--- config.mk ---
export PLATFORM = sky130hd
export DESIGN_NAME = bp_cce_dir_rd_seq
export DESIGN_NICKNAME = d
export VERILOG_FILES = /design/src/rtl/bp_cce_dir_rd_seq_pkg.sv /design/src/rtl/bp_cce_dir_row_match.sv /design/src/rtl/bp_cce_dir_rd_seq.sv
export SDC_FILE = /design/constraint.sdc
export NUM_CORES = 1
export LEC_CHECK = 0
export ABC_AREA = 0
export BUFFER_PORTS_ARGS = -buffer_cell sky130_fd_sc_hd__buf_2
export CORE_AREA = 3 3 167 169
export DETAILED_ROUTE_END_ITERATION = 12
export DIE_AREA = 0 0 170 172
export PLACE_DENSITY = 0.59
export SYNTH_ARGS = -nofsm -noshare
export SYNTH_HDL_FRONTEND = slang
export SYNTH_HIERARCHICAL = 1
export SYNTH_SLANG_ARGS = --single-unit
--- constraint.sdc ---
create_clock -name clk_i -period 2.77 [get_ports clk_i]
set_input_delay 0.277 -clock clk_i [delete_from_list [all_inputs] [get_ports clk_i]]
set_output_delay 0.277 -clock clk_i [all_outputs]
set_load 0.005 [all_outputs]
--- src/rtl/bp_cce_dir_rd_seq_pkg.sv ---
// Shared types for the CCE directory way-group read sequencer.
// Coherence states, sequencer FSM encodings and the directory entry layout.
package bp_cce_dir_rd_seq_pkg;

  typedef enum logic [2:0] {
    e_COH_I = 3'd0,
    e_COH_S = 3'd1,
    e_COH_E = 3'd2,
    e_COH_F = 3'd3,
    e_COH_O = 3'd4,
    e_COH_M = 3'd5
  } bp_coh_states_e;

  localparam int coh_w_gp = $bits(bp_coh_states_e);
  localparam int dir_tag_width_gp = 20;

  localparam logic [1:0] e_DIR_IDLE = 2'd0;
  localparam logic [1:0] e_DIR_READ = 2'd1;
  localparam logic [1:0] e_DIR_LAST = 2'd2;
  localparam logic [1:0] e_DIR_DONE = 2'd3;

  // State sits in the LSBs of each directory entry.
  typedef struct packed {
    logic [dir_tag_width_gp-1:0] tag;
    bp_coh_states_e              state;
  } bp_cce_dir_entry_s;

endpackage

--- src/rtl/bp_cce_dir_row_match.sv ---
// Combinational tag match of one directory row.
// Lowest matching way wins; two or more matching ways flag a multi-hit.
module bp_cce_dir_row_match
  import bp_cce_dir_rd_seq_pkg::*;
#(
  parameter int lces_per_row_p = 2,
  parameter int lce_assoc_p = 8,
  parameter int tag_width_p = 20,
  localparam int sw_lp = coh_w_gp,
  localparam int ew_lp = tag_width_p + sw_lp,
  localparam int way_w_lp = $clog2(lce_assoc_p),
  localparam int row_w_lp = lces_per_row_p*lce_assoc_p*ew_lp
) (
  input  logic [row_w_lp-1:0]                row_i,
  input  logic [tag_width_p-1:0]             tag_i,
  output logic [lces_per_row_p-1:0]          hits_o,
  output logic [lces_per_row_p*way_w_lp-1:0] ways_o,
  output logic [lces_per_row_p*sw_lp-1:0]    states_o,
  output logic                               multi_o
);

  logic [ew_lp-1:0] ent;

  always_comb begin
    hits_o = '0;
    ways_o = '0;
    states_o = '0;
    multi_o = 1'b0;
    ent = '0;
    for (int j = 0; j < lces_per_row_p; j++) begin
      for (int w = 0; w < lce_assoc_p; w++) begin
        ent = row_i[(j*lce_assoc_p+w)*ew_lp +: ew_lp];
        if (ent[ew_lp-1:sw_lp] == tag_i
            && ent[sw_lp-1:0] != e_COH_I) begin
          if (hits_o[j]) begin
            multi_o = 1'b1;
          end else begin
            hits_o[j] = 1'b1;
            ways_o[j*way_w_lp +: way_w_lp] = way_w_lp'(w);
            states_o[j*sw_lp +: sw_lp] = ent[sw_lp-1:0];
          end
        end
      end
    end
  end

endmodule

--- src/rtl/bp_cce_dir_rd_seq.sv ---
// Directory way-group read sequencer for the CCE.
// Reads each row, merges per-LCE matches, then strobes the GAD stage.
module bp_cce_dir_rd_seq
  import bp_cce_dir_rd_seq_pkg::*;
#(
  parameter int num_lce_p = 4,
  parameter int lces_per_row_p = 2,
  parameter int lce_assoc_p = 8,
  parameter int tag_width_p = 20,
  parameter int num_way_groups_p = 64,
  localparam int rows_lp = num_lce_p/lces_per_row_p,
  localparam int sw_lp = coh_w_gp,
  localparam int entry_w_lp = tag_width_p + sw_lp,
  localparam int way_w_lp = $clog2(lce_assoc_p),
  localparam int wg_w_lp = $clog2(num_way_groups_p),
  localparam int addr_w_lp = $clog2(num_way_groups_p*rows_lp),
  localparam int rc_w_lp = (rows_lp > 1) ? $clog2(rows_lp) : 1,
  localparam int row_w_lp = lces_per_row_p*lce_assoc_p*entry_w_lp
) (
  input  logic                          clk_i,
  input  logic                          reset_i,
  input  logic                          start_v_i,
  output logic                          ready_o,
  input  logic [wg_w_lp-1:0]            way_group_i,
  input  logic [tag_width_p-1:0]        tag_i,
  output logic                          ram_v_o,
  output logic [addr_w_lp-1:0]          ram_addr_o,
  input  logic [row_w_lp-1:0]           ram_data_i,
  output logic                          sharers_v_o,
  output logic [num_lce_p-1:0]          sharers_hits_o,
  output logic [num_lce_p*way_w_lp-1:0] sharers_ways_o,
  output logic [num_lce_p*sw_lp-1:0]    sharers_coh_states_o,
  output logic                          gad_v_o,
  output logic                          multi_hit_o
);

  logic [1:0]                    state_r;
  logic [rc_w_lp-1:0]            row_cnt_r;
  logic [rc_w_lp-1:0]            proc_row_r;
  logic                          proc_v_r;
  logic [wg_w_lp-1:0]            wg_r;
  logic [tag_width_p-1:0]        tag_r;
  logic [num_lce_p-1:0]          hits_r;
  logic [num_lce_p*way_w_lp-1:0] ways_r;
  logic [num_lce_p*sw_lp-1:0]    states_r;
  logic                          multi_r;
  logic                          sharers_v_r;

  logic [lces_per_row_p-1:0]          m_hits;
  logic [lces_per_row_p*way_w_lp-1:0] m_ways;
  logic [lces_per_row_p*sw_lp-1:0]    m_states;
  logic                               m_multi;

  logic accept;
  logic last_row;

  assign ready_o = (state_r == e_DIR_IDLE)
                 | (state_r == e_DIR_DONE);
  assign accept = start_v_i & ready_o;
  assign last_row = (row_cnt_r == rc_w_lp'(rows_lp-1));

  assign ram_v_o = (state_r == e_DIR_READ);
  assign ram_addr_o = addr_w_lp'(wg_r) * addr_w_lp'(rows_lp)
                    + addr_w_lp'(row_cnt_r);

  assign gad_v_o = (state_r == e_DIR_DONE);
  assign multi_hit_o = gad_v_o & multi_r;
  assign sharers_v_o = sharers_v_r;
  assign sharers_hits_o = hits_r;
  assign sharers_ways_o = ways_r;
  assign sharers_coh_states_o = states_r;

  bp_cce_dir_row_match #(
    .lces_per_row_p(lces_per_row_p),
    .lce_assoc_p   (lce_assoc_p),
    .tag_width_p   (tag_width_p)
  ) u_match (
    .row_i   (ram_data_i),
    .tag_i   (tag_r),
    .hits_o  (m_hits),
    .ways_o  (m_ways),
    .states_o(m_states),
    .multi_o (m_multi)
  );

  always_ff @(posedge clk_i or posedge reset_i) begin
    if (reset_i) begin
      state_r <= e_DIR_IDLE;
      row_cnt_r <= '0;
      proc_row_r <= '0;
      proc_v_r <= 1'b0;
      wg_r <= '0;
      tag_r <= '0;
      hits_r <= '0;
      ways_r <= '0;
      states_r <= '0;
      multi_r <= 1'b0;
      sharers_v_r <= 1'b0;
    end else begin
      // Row data lands one cycle after its address was issued.
      proc_v_r <= (state_r == e_DIR_READ);
      proc_row_r <= row_cnt_r;
      if (proc_v_r) begin
        multi_r <= multi_r | m_multi;
        for (int i = 0; i < num_lce_p; i++) begin
          if (proc_row_r == rc_w_lp'(i / lces_per_row_p)) begin
            hits_r[i] <= m_hits[i % lces_per_row_p];
            ways_r[i*way_w_lp +: way_w_lp]
              <= m_ways[(i % lces_per_row_p)*way_w_lp +: way_w_lp];
            states_r[i*sw_lp +: sw_lp]
              <= m_states[(i % lces_per_row_p)*sw_lp +: sw_lp];
          end
        end
      end
      unique case (1'b1)
        (state_r == e_DIR_READ): begin
          if (last_row) state_r <= e_DIR_LAST;
          else row_cnt_r <= row_cnt_r + 1'b1;
        end
        (state_r == e_DIR_LAST): begin
          state_r <= e_DIR_DONE;
          sharers_v_r <= 1'b1;
        end
        ready_o: begin
          if (accept) begin
            state_r <= e_DIR_READ;
            row_cnt_r <= '0;
            wg_r <= way_group_i;
            tag_r <= tag_i;
            hits_r <= '0;
            ways_r <= '0;
            states_r <= '0;
            multi_r <= 1'b0;
            sharers_v_r <= 1'b0;
          end else begin
            state_r <= e_DIR_IDLE;
          end
        end
        default: state_r <= e_DIR_IDLE;
      endcase
    end
  end

endmodule

---- After elaboration in Yosys (flattened, before gate mapping) ----
Index checks and enable logic that the tools add are counted.
word-level totals
  register bits ........................... 61
  output and inout bits ................... 40
  logic and storage cells ................. 209
cells by class
  add/sub/neg operators ................... 2
  eq/ne operators ......................... 21
  multiplexer cells ....................... 133
  bitwise logic cells ..................... 4
  reductions and logical operators ........ 38
operator list
  operator                                                count
  equality test 20 bit                                    16
  two-way mux 3 bit                                       64
  two-way mux 12 bit                                      6
  two-way mux 1 bit                                       56
  nonzero test 3 bit                                      16
  logical AND 1 bit                                       16
  two-way mux 4 bit                                       3
  adder 7 x 1 -> 7 bit                                    1
  case mux 2 bit (3 select lines)                         1
  AND reduction 2 bit                                     3
  equality test 2 bit (second input constant)             2
  inequality test 2 x 1 -> 1 bit (second input constant)  2
  case mux 1 bit (2 select lines)                         2
  nonzero test 2 bit                                      2
  bitwise AND 1 bit                                       2
  equality test 2 x 1 -> 1 bit (second input constant)    1
  logical NOT 2 bit                                       1
  two-way mux 2 bit                                       1
  OR 1 bit                                                2
  adder 1 bit (second input constant)                     1

---- Logic depth before layout (Yosys ltp) ----
Gate-level depths: netlist of the first run.
  word-level depth ........................ 35
  gate-level depth with buffers ........... 13

---- By module ----
Netlist of the first run, hierarchy kept.
by module, submodules not included
  module                instances  cells each  area each (sq um)
  bp_cce_dir_row_match  1          643         4,966.0
  bp_cce_dir_rd_seq     1          265         2,432.3

---- Worst setup path before layout of the first run ----
OpenSTA, ideal clock, no wires.
  path kind ............................... register to register
  start point ............................. reg tag_r[14]
  end point ............................... reg states_r[5] (netlist: sharers_coh_states_o[5])
  data arrival time ....................... 2.444 ns
  slack ................................... 0.203 ns
  stages on the path, launching flop included .. 12
  cell sequence ........................... dfrtp_1 -> buf_6 -> buf_12 -> xor2_1 -> nor4_2 -> nand4_1 -> nor4_4 -> mux2_4 -> mux2i_1 -> o221ai_1 -> nand2_1 -> a21oi_1
between the ends
  cells in the longest elaborated chain, start to end .. 21
  elaborated cells between the ends (all ways) .. 42
RTL lines
  what                                                           line                        source
  from (decl)                                                    bp_cce_dir_rd_seq.sv:42     logic [tag_width_p-1:0] tag_r;
  from (signal assigned)                                         bp_cce_dir_rd_seq.sv:129    tag_r <= tag_i;
  equality test 20 bit                                           bp_cce_dir_row_match.sv:33  if (ent[ew_lp-1:sw_lp] == tag_i
  logical AND 1 bit                                              bp_cce_dir_row_match.sv:34  && ent[sw_lp-1:0] != e_COH_I) begin
  two-way mux 3 bit / two-way mux 1 bit (equally long branches)  bp_cce_dir_row_match.sv:33
  two-way mux 3 bit                                              bp_cce_dir_row_match.sv:35  if (hits_o[j]) begin
  two-way mux 3 bit                                              bp_cce_dir_row_match.sv:33
  two-way mux 3 bit                                              bp_cce_dir_row_match.sv:35
  two-way mux 3 bit                                              bp_cce_dir_row_match.sv:33
  two-way mux 3 bit                                              bp_cce_dir_row_match.sv:35
  (+6 left out)                                                  -
  two-way mux 3 bit                                              bp_cce_dir_row_match.sv:33
  two-way mux 3 bit                                              bp_cce_dir_row_match.sv:35
  two-way mux 3 bit *                                            bp_cce_dir_row_match.sv:33
  via m_states[5]                                                bp_cce_dir_rd_seq.sv:51     logic [lces_per_row_p*sw_lp-1:0] m_states;
  two-way mux 3 bit *                                            bp_cce_dir_rd_seq.sv:106    if (proc_row_r == rc_w_lp'(i / lces_per_row_p)) begin
  two-way mux 12 bit *                                           bp_cce_dir_rd_seq.sv:103    if (proc_v_r) begin
  two-way mux 12 bit                                             bp_cce_dir_rd_seq.sv:125    if (accept) begin
  two-way mux 12 bit *                                           bp_cce_dir_rd_seq.sv:115    unique case (1'b1)
  to (signal assigned)                                           bp_cce_dir_rd_seq.sv:96     states_r <= '0;
  to (signal assigned)                                           bp_cce_dir_rd_seq.sv:132    states_r <= '0;
  to (decl)                                                      bp_cce_dir_rd_seq.sv:45     logic [num_lce_p*sw_lp-1:0] states_r;
Mark *: on every way through the listed nets, which the timed path passes. The rest lies on a longest branch.
A chain may end at the register's enable or synchronous reset.

---- Worst setup path after layout of the first run ----
  start point ............................. reg tag_r[14]
  end point ............................... reg states_r[7] (netlist: sharers_coh_states_o[7])
The elaborated chain is that of the path after synthesis.

==> results of run 1 <==
-- what timing repair did --
action                     CTS  global route
setup endpoints to repair   29            27
pin swaps                   34            44
setup buffers               11            28
gates cloned                 0             0
resized for setup           45            78
-- through the flow --
step,utilization (%),setup TNS [ns]
after global routing,44.8,-1.85
after global placement,40.0,-7.07
after CTS,42.4,-0.211
after detailed placement,40.0,-7.14
final,44.8,-0.0970
after floorplan,-,0
-- flip-flops by register name, indices dropped and copies added (netlist names) --
register and count:
wg_r 6, sharers_hits_o 4, tag_r 20, sharers_ways_o 12, proc_row_r 1, sharers_v_o 1, proc_v_r 1, multi_r 1
last_row 1, sharers_coh_states_o 12, state_r 2
-- area by class of cell --
class,count,area [um2],area share (%)
repair buffers,597,3740,31.3
multi-input cells,771,5860,49.0
clock inverters,7,96.3,0.805
diodes,7,17.5,0.146
well taps,341,427,3.56
inverters,18,67.6,0.564
clock buffers,9,225,1.88
flip-flops and latches,61,1530,12.8
-- layout by cell type (no fill, tap or decap), types with 15 or more instances in the layout --
cell	count
buf_2	436
xor2_1	190
nand2_1	155
buf_4	121
xnor2_1	116
dfrtp_1	57
nand4_1	39
a21oi_1	35
nor2_1	25
nor4_1	23
buf_12	22
nor4_2	22
nor3_1	21
inv_1	17
buf_6	15
-- metal layers --
metal  GRT usage, %  vias up
li1               -     4172
met1           29.8     4183
met2           46.1      437
met3           5.24       87
met4           10.7        8
met5              0        -
-- kinds of logic after synthesis --
group / count (synthesis) / synth area share, %
flops: 61 / 20.6
compound gates: 89 / 7.85
fa+ha+maj: 6 / 0.964
simple gates: 348 / 24.1
xor+xnor: 320 / 37.9
buf+inv: 76 / 7.42
mux: 8 / 1.15
-- where the power goes --
group | internal [uW] | switching, uW
logic | 3010 | 3650
clock network | 793 | 463
registers | 1130 | 268
-- worst paths after layout --
kind | to | from | slack (ns) | cells after the start
max | sharers_coh_states_o[7]$_DFF_PP0_ | tag_r[14]$_DFFE_PP0P_ | -0.05 | 12
min | tag_r[15]$_DFFE_PP0P_ | tag_i[15] | 0.13 | 3
max reg2reg | sharers_coh_states_o[7]$_DFF_PP0_ | tag_r[14]$_DFFE_PP0P_ | -0.05 | 12
min reg2reg | wg_r[5]$_DFFE_PP0P_ | wg_r[5]$_DFFE_PP0P_ | 0.47 | 2
max in group asynchronous | tag_r[16]$_DFFE_PP0P_ | reset_i | 2.02 | 3
min in group asynchronous | wg_r[3]$_DFFE_PP0P_ | reset_i | 0.18 | 3
-- critical path, delay by kind of cell, from the launching register on --
family | cells | cell delay, ns
buffers and inverters | 2 | 0.41
DFF | 1 | 0.43
muxes | 1 | 0.08
AOI/OAI and AO/OA | 3 | 0.53
and+or+nand+nor | 5 | 1.09
xor gates and xnor gates | 1 | 0.19
==> results by group, run 1 <==
Routing
  • Total number of vias: 8,887
  • Routed wl met3: 2.83 mm
  • Routed wire length per instance: ~22 um
  • 1st-pass router iterations: 5
  • Post-DR vias/cell: just under 5
  • DR top layer: met5
  • Drt first-iter violations: 457
  • DR WL met2: 20.2 mm
  • Final ANT Viol Nets: 0
  • Final WL: a little over 40 mm
  • M1 WL: 15.6 mm
  • DRC: 0

Synthesis
  • Seq cells post-synth: 61
  • Number of flops mapped to enable cells by yosys: 0
  • Cells after synthesis: ~910
  • Synth unique cells: 67
  • Post-synthesis cell area: 0.00740 mm2
  • Syn Area/Cell: ~8 um2
  • Asr flop ratio synth: 100%
  • Ranking of synthesized cells by area: xor2_1 (23%), dfrtp_1 (21%), xnor2_1 (15%)
  • Synth top cells by count: xor2_1 (196), nand2_1 (158), xnor2_1 (124)
  • Syn Nets: ~1,300
  • Top_reg_cell synth: dfrtp_1
  • Synth Warn #: 6
  • Seq/Total Area, Yosys: between 20 and 25%
  • Cell taking the most area after synthesis: xor2_1
  • Synth top area share: 23.2%
  • Top-count cell post-synth: xor2_1

STA
  • Worst Tran Pin Value: 0.819 ns
  • Setup violators final: 7
  • Final hold violations: 0
  • RSZ-0062 raised after global routing: yes
  • Worst slew margin relative to its limit: 45.4%
  • Final worst-path setup slack: -0.0455 ns
  • Skew final: 0.0103 ns
  • Fin. max-slew vios: 0
  • Achievable frequency: 0.355 GHz
  • Final worst-path cycle share: 102%
  • Minimum clock period: 2.82 ns
  • Hold WS: 0.128 ns

Setup path
  • Worst-path cell chain: buf_12 -> xor2_1 -> nor4_2 -> nand4_1 -> nor4_4 -> buf_4 -> mux2i_1 -> o211a_1 -> o32a_1 -> nor2_2 -> nand2_1 -> a21oi_1
  • CP Data Required Time: 3.03 ns
  • Worst Setup End Kind: flop
  • Critical path's slowest cell: dfrtp_1
  • CP max FO: 13
  • Critical Path Max Stage Delay: 0.43 ns
  • Critical Path AT: around 3.1 ns
  • Crit path kind: reg2reg
  • Startpoint Class: flop

Min path
  • Worst Hold Class: in2reg

Clocking
  • Clk_lat worst skew: 0.34 ns
  • Reg clk slew, reported paths: 0.06 ns
  • Htree depth: 3
  • Root Buffer: clkbuf_16
  • CTS Sinks: between 60 and 70
  • Clock tree from TritonCTS: yes
  • Post-CTS Hold Buffers: 0
  • Total CTS buffers: 9
  • Max clock buf depth: 2

Final layout
  • Ratio of cells with drive above 1 in the final layout: 49.2%
  • P&R area growth vs syn: 61.8%
  • Cell area after layout: 0.0120 mm2
  • Post-layout net count: roughly 1,900
  • FILL cells: approximately 2,700
  • Layout Cells excl Fill: 1,811

Run
  • # Max-Cap Violations: 0

Placed design
  • # port buffers: 436
  • HPWL Detailed: roughly 32 mm
  • DP Area: 0.0107 mm2
  • Post-Place Worst Slack: -0.540 ns
  • Inst Count DP: 1,750
  • GPL Wtd Cong: 0.962

Floorplanning
  • Die area: 0.0292 mm2
  • Die Wd: 170 um
  • Io pins: 437
  • Starting density of the core: about 28%
  • Die Ht: 172 um
  • Rows: 60
  • Core area: 0.0267 mm2

Global route
  • Vias in the first global route: 9,020
  • Initial antenna violation count: 10
  • First-pass GRT wire length: about 55 mm
  • Largest net degree at the start of global routing: 62
  • GRT Total Usage: 25.6%
  • Remaining Overflow, GRT: 0

Run status
  • Failing checks: negative setup slack
  • Outcome: complete, but fails checks

Power and ir drop
  • Pleak: 0.00584 uW
  • Max VDD drop: 0.538 mV
  • Power, Total: 9310 uW
  • PD cells: 777 mW/mm2
No activity file was read; power rests on OpenSTA's default activity.
==> inputs of run 2 (changes only) <==
Settings changed: CORE_AREA 3 3 167 169 to unset, CORE_MARGIN set to 3, CORE_UTILIZATION set to 25, DIE_AREA 0 0 170 172 to unset, PLACE_DENSITY 0.59 to 0.55.
==> run 2 against run 1 <==
Clock power decreased by 16%. Hold slack improved by 0.0040 ns. Cell count increased by 3.2%. Sequential share of layout area about the same. Global-route usage decreased by 1.7 points. The run still ends with negative setup slack left. Count of clock-buffer cells in the layout unchanged. Combinational power increased by 2%. Wire length increased by 0.26%. Largest cell class unchanged. Critical path depth decreased by 1. Sequential power increased by 7%.
==> results by group, run 2 (same netlist as run 1, synthesis figures left out) <==
Run status
  • Outcome: complete, but fails checks
  • Failing checks: negative setup slack

Setup path
  • Worst Setup End Kind: flop
  • Crit path kind: reg2reg
  • CP Data Required Time: 2.99 ns (-0.04 ns)
  • Critical Path Max Stage Delay: 0.55 ns (+0.12 ns)
  • Startpoint Class: flop
  • Critical path's slowest cell: or4_4
  • CP max FO: 8 (-5)
  • CP most frequent cell: buf_4
  • R2r setup slk: -0.08 ns (-0.03 ns)
  • Largest delay contributor family on the critical path: simple AND/OR/NAND/NOR gates
  • Worst-path cell chain: buf_4 -> xor2_1 -> nor4_1 -> nand4_1 -> nor3_4 -> or4_4 -> a2111oi_1 -> buf_4 -> o2111ai_2 -> a21oi_1 -> nor2_1
  • Critical Path AT: 3.07 ns (about the same)
  • CP Buf/Inv Count: 2 (unchanged)

Final layout
  • Most frequent cells in the layout: buf_2 (437), xor2_1 (192), nand2_1 (157)
  • Commonest non-fill, non-tap cell in the layout: buf_2
  • Layout Cells excl Fill: 1,869 (+3.2%)
  • Ratio of cells with drive above 1 in the final layout: 49.8% (+0.62 points)
  • Multi-input combinational cell area: 0.00576 mm2 (-1.7%)
  • P&R area growth vs syn: 62.8%
  • Post-layout net count: 1,879 (+1.1%)
  • FILL cells: 2,962 (+9.1%)
  • Top reg by flops: tag_r
  • Register area: 0.00154 mm2 (+0.74%)
  • Fin util: 41.6% (-3.2 points)
  • Max reg flops: 20 (unchanged)

Global route
  • First-pass GRT wire length: 55.5 mm (+0.78%)
  • Largest net degree at the start of global routing: 62 (unchanged)
  • Remaining Overflow, GRT: 0 (unchanged)
  • GRT Total Usage: 23.9% (-1.7 points)
  • Initial antenna violation count: 3 (-7)
  • Vias in the first global route: 8,996 (-0.27%)

STA
  • Final worst-path cycle share: 103% (+1.2 points)
  • Skew final: 0.0117 ns (+0.00140 ns)
  • Final worst-path setup slack: -0.0784 ns (-0.0329 ns)
  • Minimum clock period: 2.85 ns (+0.0329 ns)
  • Achievable frequency: 0.351 GHz (-1.2%)
  • Worst Tran Pin Value: 0.815 ns (-0.00411 ns)
  • RSZ-0062 raised after global routing: yes
  • Final hold violations: 0 (unchanged)
  • Hold WS: 0.132 ns (+0.00401 ns)
  • Fin. max-slew vios: 0 (unchanged)
  • Setup violators final: 9 (+2)
  • Worst slew margin relative to its limit: 45.7% (+0.27 points)
  • Fin Setup TNS: -0.461 ns (-0.364 ns)

Routing
  • DRC: 0 (unchanged)
  • Final ANT Viol Nets: 0 (unchanged)
  • Routed wire length per instance: 21.6 um (-2.8%)
  • Post-DR vias/cell: 4.68 (-4.7%)
  • 1st-pass router iterations: 4 (-1)
  • Total number of vias: 8,741 (-1.6%)
  • Drt first-iter violations: 391 (-14%)
  • Final WL: 40.3 mm (+0.26%)

Min path
  • Worst Hold Class: in2reg

Floorplanning
  • Core area: 0.0289 mm2 (+8.3%)
  • Die Ht: 178 um (+3.5%)
  • Io pins: 437 (unchanged)
  • Die Wd: 178 um (+4.7%)
  • Rows: 62 (+3.3%)
  • Die area: 0.0317 mm2 (+8.4%)
  • Starting density of the core: 25.6% (-2.1 points)

Clocking
  • CTS Sinks: 61 (unchanged)
  • Total CTS buffers: 9 (unchanged)
  • Max clock buf depth: 2 (unchanged)
  • Htree depth: 3 (unchanged)
  • Clock tree from TritonCTS: yes
  • Reg clk slew, reported paths: 0.06 ns (about the same)
  • Root Buffer: clkbuf_16
  • Post-CTS Hold Buffers: 0 (unchanged)
  • Clk_lat worst skew: 0.34 ns (about the same)

Placed design
  • # port buffers: 436 (unchanged)
  • Inst Count DP: 1,807 (+3.3%)
  • Post-Place Worst Slack: -0.355 ns (+0.185 ns)
  • GPL Wtd Cong: 0.904 (-6.0%)
  • HPWL Detailed: 33.3 mm (+3.0%)

Power and ir drop
  • Max VDD drop: 0.713 mV (+33%)
  • Pleak: 0.00588 uW (+0.65%)
  • PD cells: 778 mW/mm2 (about the same)

Run
  • # Max-Cap Violations: 0 (unchanged)
-- run 2: worst paths after layout --
check,from,endpoint,cells after the start
setup / recovery,tag_r[0]$_DFFE_PP0P_,multi_r$_DFF_PP0_,11
hold / removal,way_group_i[2],wg_r[2]$_DFFE_PP0P_,3
setup reg to reg,tag_r[0]$_DFFE_PP0P_,multi_r$_DFF_PP0_,11
hold reg to reg,wg_r[5]$_DFFE_PP0P_,wg_r[5]$_DFFE_PP0P_,2
max in group asynchronous,reset_i,tag_r[13]$_DFFE_PP0P_,3
min in group asynchronous,reset_i,wg_r[2]$_DFFE_PP0P_,3
-- run 2: metal layers --
metal,global-route usage (%),vias to the layer above,share of wire [%]
met5,0,-,0.032
met4,6.90,2,2.5
met3,3.45,54,6.5
met2,44.9,372,52
met1,28.0,4099,39
li1,-,4214,-
-- run 2: stage by stage --
step / cell area, um2 / power [uW]
3_3_place_gp: 10800 / 7470
4_1_cts: 11400 / 8830
2_1_floorplan: 7400 / 5100
3_5_place_dp: 10800 / 7510
6_report: 12000 / 9360
5_1_grt: 12000 / 9910
-- run 2: cell type report --
| type | instances | area share, % |
|---|---|---|
| tap | 384 | 3.99 |
| multi-input combinational | 771 | 47.9 |
| clock buffer | 9 | 1.87 |
| antenna | 2 | 0.0416 |
| sequential | 61 | 12.8 |
| timing repair buffer | 617 | 32.4 |
| inverter | 18 | 0.561 |
| clock inverter | 7 | 0.426 |
-- run 2: repair_timing --
item | CTS | global route
gates cloned | 0 | 1
endpoints found under the setup margin | 27 | 25
buffers inserted | 9 | 35
gates resized for setup | 46 | 70
hold endpoints to repair | 0 | 0
pin swaps | 24 | 38
-- run 2: worst reg2reg max path, delay by kind of cell (launching register included) --
kind	cells	cell delay (ns)
AOI/OAI and AO/OA	3	0.62
xor gates and xnor gates	1	0.24
and+or+nand+nor	5	0.99
buffers and inverters	2	0.37
DFF	1	0.50
-- run 2: where the power goes --
part / internal (uW) / switching (uW)
Clock: 609 / 449
Combinational: 3200 / 3610
Sequential: 1140 / 356
